<file path="config.mk">
export PLATFORM = sky130hd
export DESIGN_NAME = zombie_lane_engine
export DESIGN_NICKNAME = d
export VERILOG_FILES = /design/src/rtl/zombie_lane_engine.sv
export SDC_FILE = /design/constraint.sdc
export NUM_CORES = 1
export LEC_CHECK = 0
export ABC_CLOCK_PERIOD_IN_PS = 2400
export CAP_MARGIN = 0
export CORE_UTILIZATION = 56
export CTS_CLUSTER_DIAMETER = 120
export DETAILED_ROUTE_END_ITERATION = 8
export GPL_TIMING_DRIVEN = 0
export PLACE_DENSITY = 0.82
export SLEW_MARGIN = 20
export SYNTH_ARGS = -nofsm -noshare
export SYNTH_HDL_FRONTEND = slang
export SYNTH_SLANG_ARGS = --single-unit
</file>
<file path="constraint.sdc">
create_clock -name clock -period 2.4 [get_ports clock]
set_input_delay 0.48 -clock clock [delete_from_list [all_inputs] [get_ports clock]]
set_output_delay 0.48 -clock clock [all_outputs]
set_load 0.05 [all_outputs]
</file>
<file path="src/rtl/zombie_lane_engine.sv">
// Zombie lane game core: lane queue, button edge detection, hit/miss scoring,
// lives budget, penalty cooldown and a start/game-over state machine.
module zombie_lane_engine #(
  parameter int LANES    = 4,
  parameter int LANE_W   = 2,
  parameter int DEPTH    = 4,
  parameter int COOLDOWN = 9500000,
  parameter int LIVES    = 3,
  parameter int SCORE_W  = 16
) (
  input  logic                      clock,
  input  logic                      reset,
  input  logic [LANES-1:0]          btn,
  input  logic                      start,
  output logic [DEPTH*LANE_W-1:0]   location,
  output logic                      hit,
  output logic                      fail,
  output logic [SCORE_W-1:0]        score,
  output logic [3:0]                lives,
  output logic                      game_over,
  output logic                      busy
);

  localparam logic [1:0] S_IDLE = 2'd0;
  localparam logic [1:0] S_PLAY = 2'd1;
  localparam logic [1:0] S_COOL = 2'd2;
  localparam logic [1:0] S_OVER = 2'd3;

  localparam int              LOC_W      = DEPTH * LANE_W;
  localparam int              CNT_W      = (COOLDOWN > 1) ? $clog2(COOLDOWN) : 1;
  localparam logic [CNT_W-1:0] CNT_LAST  = CNT_W'(COOLDOWN - 1);
  localparam logic [3:0]      LIVES_INIT = 4'(LIVES);

  logic [1:0]         state_reg, state_next;
  logic [CNT_W-1:0]   cnt_reg, cnt_next;
  logic [15:0]        lfsr_reg;
  logic [LANES-1:0]   s1_reg, s2_reg;
  logic [LOC_W-1:0]   loc_reg, loc_next;
  logic               hit_reg, hit_next;
  logic               fail_reg, fail_next;
  logic [SCORE_W-1:0] score_reg, score_next;
  logic [3:0]         lives_reg, lives_next;

  logic [LOC_W-1:0]   init_loc;
  logic [LANES-1:0]   press;
  logic [LANE_W-1:0]  front;
  logic [LANE_W-1:0]  new_slot;
  logic               is_hit;

  // Starting queue counts down from the highest lane, wrapping when DEPTH > LANES.
  generate
    for (genvar gi = 0; gi < DEPTH; gi++) begin : g_init
      localparam int SLOT_VAL = (LANES - 1 - gi) & (LANES - 1);
      assign init_loc[gi*LANE_W +: LANE_W] = SLOT_VAL[LANE_W-1:0];
    end
  endgenerate

  assign press    = s2_reg & ~s1_reg;
  assign front    = loc_reg[LANE_W-1:0];
  // Only a single press bit on the front lane counts; any other pattern is a miss.
  assign is_hit   = (press == (LANES'(1) << front));
  assign new_slot = lfsr_reg[LANE_W-1:0] + front;

  always_comb begin
    state_next = state_reg;
    cnt_next   = cnt_reg;
    loc_next   = loc_reg;
    hit_next   = 1'b0;
    fail_next  = 1'b0;
    score_next = score_reg;
    lives_next = lives_reg;
    case (state_reg)
      S_IDLE, S_OVER: begin
        if (start) begin
          state_next = S_PLAY;
          loc_next   = init_loc;
          score_next = '0;
          lives_next = LIVES_INIT;
        end
      end
      S_PLAY: begin
        if (press != '0) begin
          if (is_hit) begin
            hit_next   = 1'b1;
            loc_next   = {new_slot, loc_reg[LOC_W-1:LANE_W]};
            state_next = S_COOL;
            if (score_reg != '1) begin
              score_next = score_reg + SCORE_W'(1);
            end
          end else begin
            fail_next  = 1'b1;
            lives_next = lives_reg - 4'd1;
            state_next = (lives_reg == 4'd1) ? S_OVER : S_COOL;
          end
        end
      end
      S_COOL: begin
        if (cnt_reg == CNT_LAST) begin
          cnt_next   = '0;
          state_next = S_PLAY;
        end else begin
          cnt_next = cnt_reg + CNT_W'(1);
        end
      end
      default: begin
      end
    endcase
  end

  always_ff @(posedge clock) begin
    if (reset) begin
      state_reg <= S_IDLE;
      cnt_reg   <= '0;
      lfsr_reg  <= 16'hACE1;
      s1_reg    <= '1;
      s2_reg    <= '1;
      loc_reg   <= init_loc;
      hit_reg   <= 1'b0;
      fail_reg  <= 1'b0;
      score_reg <= '0;
      lives_reg <= LIVES_INIT;
    end else begin
      state_reg <= state_next;
      cnt_reg   <= cnt_next;
      lfsr_reg  <= {lfsr_reg[14:0], lfsr_reg[15] ^ lfsr_reg[13] ^ lfsr_reg[12] ^ lfsr_reg[10]};
      s1_reg    <= btn;
      s2_reg    <= s1_reg;
      loc_reg   <= loc_next;
      hit_reg   <= hit_next;
      fail_reg  <= fail_next;
      score_reg <= score_next;
      lives_reg <= lives_next;
    end
  end

  assign location  = loc_reg;
  assign hit       = hit_reg;
  assign fail      = fail_reg;
  assign score     = score_reg;
  assign lives     = lives_reg;
  assign game_over = (state_reg == S_OVER);
  assign busy      = (state_reg == S_COOL);

endmodule

</file>
# Word level (Yosys, flattened, before mapping)

Index checks and enable logic that the tools add are counted.

Shifts and indexed selects: 1
Add/subtract/negate cells: 4
$mul: 0
$lt $le $gt $ge: 0
Div/mod/pow operators: 0
Reduce and logical (&&, ||, !) cells: 9
Multiplexer cells: 22
Bitwise operators: 7
Eq/ne operators: 13

Operators with widths:

| cell                  | count |
|---|---|
| $mux 16               | 4 |
| $pmux 16 s2           | 1 |
| $add 24x1->24 const B | 1 |
| $eq 24x24->1 const B  | 1 |
| $mux 24               | 1 |
| $mux 8                | 3 |
| $add 16x1->16 const B | 1 |
| $ne 16x16->1 const B  | 1 |
| $pmux 8 s2            | 1 |
| $mux 4                | 3 |
| $ne 2x2->1 const B    | 5 |
| $pmux 4 s2            | 1 |
| $reduce_and 4->1      | 2 |
| $mux 2                | 3 |
| $pmux 2 s3            | 1 |
| $reduce_and 5->1      | 1 |
| $and 4x4->4           | 1 |
| $eq 2x2->1 const B    | 2 |
| $eq 4x1->1 const B    | 1 |
| $eq 4x4->1            | 1 |
| $mux 1                | 4 |
| $not 4->4             | 1 |
| $reduce_bool 4->1     | 1 |
| $shl 1x2->4 const A   | 1 |
| other kinds (11)      | 14 |

Memory bits (read-only): 0
Flip-flop bits (word level): 80
Output and inout port bits: 32
Memories: 0
Input bits: 7
Memory bits (writable): 0
Word-level logic and storage cells: 66
Bits in latches: 0

# Longest topological paths before layout

Gate-level depths: netlist of the first run.

Depth after elaboration: 6
Mapped depth: 10

# Worst setup path before layout of the first run

OpenSTA, ideal clock, no wires.

Path type: reg2reg
Start: register score_reg[0] (netlist: score[0])
End: register score_reg[11] (netlist: score[11])
Cell stages (with the launch flop): 9
Arrival: 2.146 ns
Path buffers: 1
Path slack: 0.137 ns
Cells stage by stage: dfxtp_1 ha_1 nand3_1 nor4_1 and4_1 buf_2 a211o_2 nor2_2 a32o_1

Cells in the longest elaborated chain, start to end: 5
Elaborated cells on any way between the ends: 8

RTL lines:

| what                     | line | source |
|---|---|---|
| start: declaration       | 41   | `logic [SCORE_W-1:0] score_reg, score_next;` |
| start signal: assignment | 131  | `score_reg <= score_next;` |
| $add 16x1->16            | 88   | `score_next = score_reg + SCORE_W'(1);` |
| $mux 16                  | 87   | `if (score_reg != '1) begin` |
| $mux 16                  | 83   | `if (is_hit) begin` |
| $mux 16                  | 82   | `if (press != '0) begin` |
| $pmux 16 s2              | 72   | `case (state_reg)` |

Several ways; a longest one is shown, not always the timed one. The select of a mux whose other input is x is not followed.
A chain may end at the register's enable or synchronous reset.

# Worst setup path after layout of the first run

Start: register score_reg[0] (netlist: score[0])
End: register score_reg[7] (netlist: score[7])

The elaborated chain is that of the path after synthesis.

==> run metrics, run 1 <==
core area=6030 µm²; first-pass iteration count of the detailed router=5; Final HPWL DP=5540 µm; Net Sw Frac=34.4%; Worst Path Required=2.67 ns; Final Hold Vio Count=0; worst clock skew=0.0127 ns; Final Slew Violations=0; Synth Register Bits=80; Post-Place Cells=506; pin count of the biggest net entering global routing=17; Total Wirelength=7790 µm; gr busiest metal=met2; yosys warns=0; grt met2 use=41.4%; detailed-route wire length per cell=14.9 µm; Die Height=81.8 µm; total gr overflow=0; average vias per placed instance=5.77; Post-Syn Area=3560 µm²; Cells after Synth=393; Synth area leaders=dfxtp_1, nor2_1, xor2_1; Seq/Total Area, Yosys=44.9%; Synth area leader=dfxtp_1; Clock Power Share=32.1%; Port Buffer Count=38; Min Clock Period, post-route=2.27 ns; Post-synth top cells=dfxtp_1, nor2_1, nand2_1; startpoint types=flip-flop; clk sinks=80; slew at the pin closest to its max-slew limit=0.569 ns; Layout area overhead=20.5%; DP Area=4040 µm²; period utilisation layout=94.7%; power density over the cells=842 nW/µm²; # setup viols final=0; max FFs per register=24; combinational share of power=28.0%; fmax=440 MHz; gpl congestion=0.832; CTS Root Cell=clkbuf_8; layout cells sized above 1=11.6%; # hold bufs at CTS=0; Crit Path Category=flip-flop to flip-flop; multi-input logic area=1840 µm²; RSZ-0062 raised after global routing=no; peak supply drop=0.000520 V; gr usage total=25.4%; Critical Path End Type=flip-flop; Die W=81.8 µm; non-filler cells, final=524; synthesized area per cell=9.07 µm²; sequential share of power=40.0%; WHS Path Cells=1; Int Power=0.00237 W; initial antenna violation count=0; Lkg Pwr=1.62 nW; R2R setup slack=0.13 ns; Post-route DRC=0; worst endpoint data arrival time=2.54 ns; Clock Latency Late Sink=0.36 ns; Rows=28; Synthesized Nets=408; vias in the first global route=2763; Final nets=459; Post-DRT Antenna Nets=0; # IOs=39; GRT met1 Usage=32.0%; CP max FO=6; first-pass GRT wire length=12700 µm; CTS tree=yes; worst rel slew slack=62.0%; Starting Density=59.1%; classification of the worst-slack hold path=flip-flop to flip-flop; hold_ws=0.419 ns; Longest Clk Path Bufs=2; ys async rst share=0%; Post-synth top flop=dfxtp_1; FF/Latch Area=1600 µm²; post-synth top area share=44.9%; DR iter-0 viols=198; clock transition at the registers of the reported paths=0.10 ns; Antenna diodes=0; H-tree depth=3; Psw=0.00124 W; most numerous cell in the Yosys netlist=dfxtp_1; Netlist cell types=57; total number of vias=3021; Inserted Clock Buffers=9; max-cap violations=0; global-route met3 utilization=7.11%; number of fill cells=482; die area=6690 µm²; status=finished, final reports clean; EDFF count, synth=0; Design Area, Final=4290 µm²; Register-to-Register Path Depth=9
power by group through the flow:
stage               logic (W)  clock network, W  registers [W]
finish                0.00101           0.00116        0.00144
floorplan            0.000652                 0        0.00153
global route          0.00111           0.00122        0.00145
CTS                  0.000948           0.00117        0.00145
detailed placement   0.000943                 0        0.00148
global placement     0.000925                 0        0.00147
layer usage:
| metal | vias to the layer above | wire, µm |
|---|---|---|
| met1 | 1434 | 3550 |
| met5 | - | 0 |
| met2 | 88 | 3710 |
| li1 | 1490 | - |
| met4 | 0 | 98 |
| met3 | 9 | 436 |
per-stage QoR:
| step | power, W | util, % | setup TNS [ns] | setup WS (ns) |
|---|---|---|---|---|
| 5_1_grt | 0.00379 | 71.2 | 0 | 0.00962 |
| 4_1_cts | 0.00357 | 70.9 | 0 | 0.0105 |
| 3_3_place_gp | 0.00240 | 67.0 | -0.399 | -0.0785 |
| 3_5_place_dp | 0.00242 | 67.0 | -0.433 | -0.0805 |
| 2_1_floorplan | 0.00218 | - | 0 | 0.137 |
| 6_report | 0.00361 | 71.2 | 0 | 0.126 |
logic make-up (layout without fill, tap and decap cells):
logic type / Yosys count / in the layout / share of synthesized area (%)
adder cells (fa/ha/maj): 8 / 8 / 2.81
XOR/XNOR: 26 / 26 / 6.39
AO/OA/AOI/OAI: 64 / 64 / 14.4
flip-flops: 80 / 80 / 44.9
AND/OR/NAND/NOR: 182 / 182 / 27.8
buffers and inverters: 33 / 89 / 3.58
final cells by class:
class                   instances  area share (%)
well taps                      75            2.19
clock inverters                 7            2.54
repair buffers                 40            9.21
multi-input cells             280            42.9
inverters                      18            1.57
clock buffers                   9            2.89
plain buffers                  15            1.43
flip-flops and latches         80            37.3
worst max-delay path, stage by stage, from the launching register on:
cell      delay (ns)
dfxtp_1         0.43
ha_1            0.23
nand3_1         0.12
nor4_1          0.42
and4_1          0.25
buf_2           0.18
a211oi_4        0.05
buf_4           0.18
a211o_1         0.26
o41ai_2         0.05
worst paths after layout:
path | startpoint | endpoint
setup / recovery | score[0]$_SDFFE_PP0P_ | score[7]$_SDFFE_PP0P_
hold / removal | lfsr_reg[5]$_SDFF_PP1_ | lfsr_reg[6]$_SDFF_PP1_
setup reg to reg | score[0]$_SDFFE_PP0P_ | score[7]$_SDFFE_PP0P_
hold reg to reg | lfsr_reg[5]$_SDFF_PP1_ | lfsr_reg[6]$_SDFF_PP1_
repair_timing:
item,CTS,global route
buffers inserted,0,2
resized for setup,0,3
endpoints found under the setup margin,0,22
cells in the final DEF (no fill, tap or decap), types with 11 or more instances in the layout:
master	instances
dfxtp_1	80
nor2_1	42
clkdlybuf4s50_1	38
inv_1	17
nor2b_1	12
xor2_1	17
a21oi_1	11
nand4_1	12
nand2_1	28
and3_1	11
clkbuf_1	11
nand3_1	18
or2_2	17
No activity file was read; power rests on OpenSTA's default activity.
==> run 2: changes to the inputs <==
--- a/config.mk
+++ b/config.mk
@@ -12,6 +12,7 @@
 export DETAILED_ROUTE_END_ITERATION = 8
 export GPL_TIMING_DRIVEN = 0
 export PLACE_DENSITY = 0.82
+export SETUP_SLACK_MARGIN = 0.5
 export SLEW_MARGIN = 20
 export SYNTH_ARGS = -nofsm -noshare
 export SYNTH_HDL_FRONTEND = slang
==> run metrics, run 2 (synthesized netlist as in run 1, its figures left out) <==
status=finished, final reports clean; max FFs per register=24; Worst Path Required=2.66 ns; CTS Root Cell=clkbuf_8; layout cells sized above 1=27.9%; average vias per placed instance=5.92; Inserted Clock Buffers=9; most common cell after layout, fill and taps aside=dfxtp_1; Port Buffer Count=38; classification of the worst-slack hold path=flip-flop to flip-flop; Total Wirelength=9010 µm; fmax=500 MHz; # setup viols final=0; first-pass iteration count of the detailed router=5; Post-Place Cells=506; multi-input logic area=2000 µm²; peak supply drop=0.000578 V; critical-path cell list=ha_4 > nand3_4 > nor4_4 > and4_1 > buf_6 > a211oi_4 > buf_4 > buf_12 > o21ai_2 > a32o_1; Min Clock Period, post-route=2.00 ns; Final Hold Vio Count=0; DR iter-0 viols=321; vias in the first global route=2915; slowest cell on the critical path=dfxtp_4; non-filler cells, final=548; first-pass GRT wire length=13700 µm; period utilisation layout=83.4%; RSZ-0062 raised after global routing=yes; max-cap violations=0; Starting Density=59.1%; Die Height=81.8 µm; worst rel slew slack=61.0%; detailed-route wire length per cell=16.4 µm; Layout area overhead=32.2%; Post-DRT Antenna Nets=0; number of fill cells=388; Antenna diodes=0; worst endpoint data arrival time=2.26 ns; gr usage total=27.4%; worst clock skew=0.0114 ns; Final HPWL DP=5600 µm; Die W=81.8 µm; Final Slew Violations=0; CP max FO=5; Crit Path Category=flip-flop to flip-flop; Longest Clk Path Bufs=2; Clock Latency Late Sink=0.36 ns; clk sinks=80; CP top delay family=compound AO/OA/AOI/OAI gates; clock transition at the registers of the reported paths=0.09 ns; die area=6690 µm²; Critical Path End Type=flip-flop; Final nets=483; total gr overflow=0; Post-route DRC=0; initial antenna violation count=0; startpoint types=flip-flop; FF/Latch Area=1650 µm²; H-tree depth=3; # hold bufs at CTS=0; core area=6030 µm²; CP peak stage delay=0.37 ns; Rows=28; Lkg Pwr=1.94 nW; most frequent cells in the layout=dfxtp_1, nor2_1, dlygate4sd2_1, nand2_1, buf_4; power density over the cells=845 nW/µm²; Bufs and invs on worst path=3; gpl congestion=0.876; CTS tree=yes; # IOs=39; Final Power=0.00398 W; total number of vias=3244; slew at the pin closest to its max-slew limit=0.585 ns; pin count of the biggest net entering global routing=17
run 2: changes by cell type in the layout (fill, tap and decap cells not counted), sizes merged:
cell / delta
dlygate4sd2: +30
inv: +1
clkdlybuf4s50: -32
clkbuf: +3
bufinv: -1
buf: +24
clkinv: -1
run 2: path summary, 6_finish.rpt:
check        slack (ns)  cells past startpoint                 endpoint               startpoint
max reg2reg        0.40                     10    score[2]$_SDFFE_PP0P_    score[0]$_SDFFE_PP0P_
min reg2reg        0.42                      1  lfsr_reg[15]$_SDFF_PP1_  lfsr_reg[14]$_SDFF_PP0_
min                0.42                      1  lfsr_reg[15]$_SDFF_PP1_  lfsr_reg[14]$_SDFF_PP0_
max                0.40                     10    score[2]$_SDFFE_PP0P_    score[0]$_SDFFE_PP0P_
run 2: cell type report:
class / instances / area share (%)
inverter: 18 / 1.43
sequential: 80 / 35.1
timing repair buffer: 64 / 12.2
clock buffer: 10 / 3.16
multi-input combinational: 280 / 42.5
clock inverter: 6 / 1.62
tap: 75 / 1.99
buffer: 15 / 1.99
run 2: repair_timing:
| item | 4_1_cts | 5_1_grt |
|---|---|---|
| pin swaps | 16 | 20 |
| gates cloned | 1 | 0 |
| endpoints found under the setup margin | 67 | 51 |
| buffers inserted | 14 | 11 |
| resized for setup | 54 | 40 |
run 2: report_power, final:
| group | switching, W | total (W) | internal (W) |
|---|---|---|---|
| clock | 0.000540 | 0.00111 | 0.000566 |
| sequential | 0.0000578 | 0.00145 | 0.00140 |
| combinational | 0.000809 | 0.00142 | 0.000613 |
| total | 0.00141 | 0.00398 | 0.00257 |
run 2: stage by stage:
step           hold WS (ns)  setup TNS (ns)  setup WS [ns]  instance area, µm²  util [%]
4_1_cts               0.424               0          0.488                4540      75.4
6_report              0.418               0          0.399                4710      78.2
2_1_floorplan         0.389               0          0.513                3640         -
3_5_place_dp          0.401          -0.764         -0.110                4120      68.3
3_3_place_gp          0.392          -0.481        -0.0880                4120      68.3
5_1_grt               0.435               0          0.368                4710      78.2
run 2: metal layers:
layer  part of all wire, %  vias up  track usage [%]
met5                     0        -                0
li1                      -     1549                -
met4                   2.3        0             11.1
met1                    42     1526             34.7
met3                   6.5       21             7.33
met2                    49      148             44.2
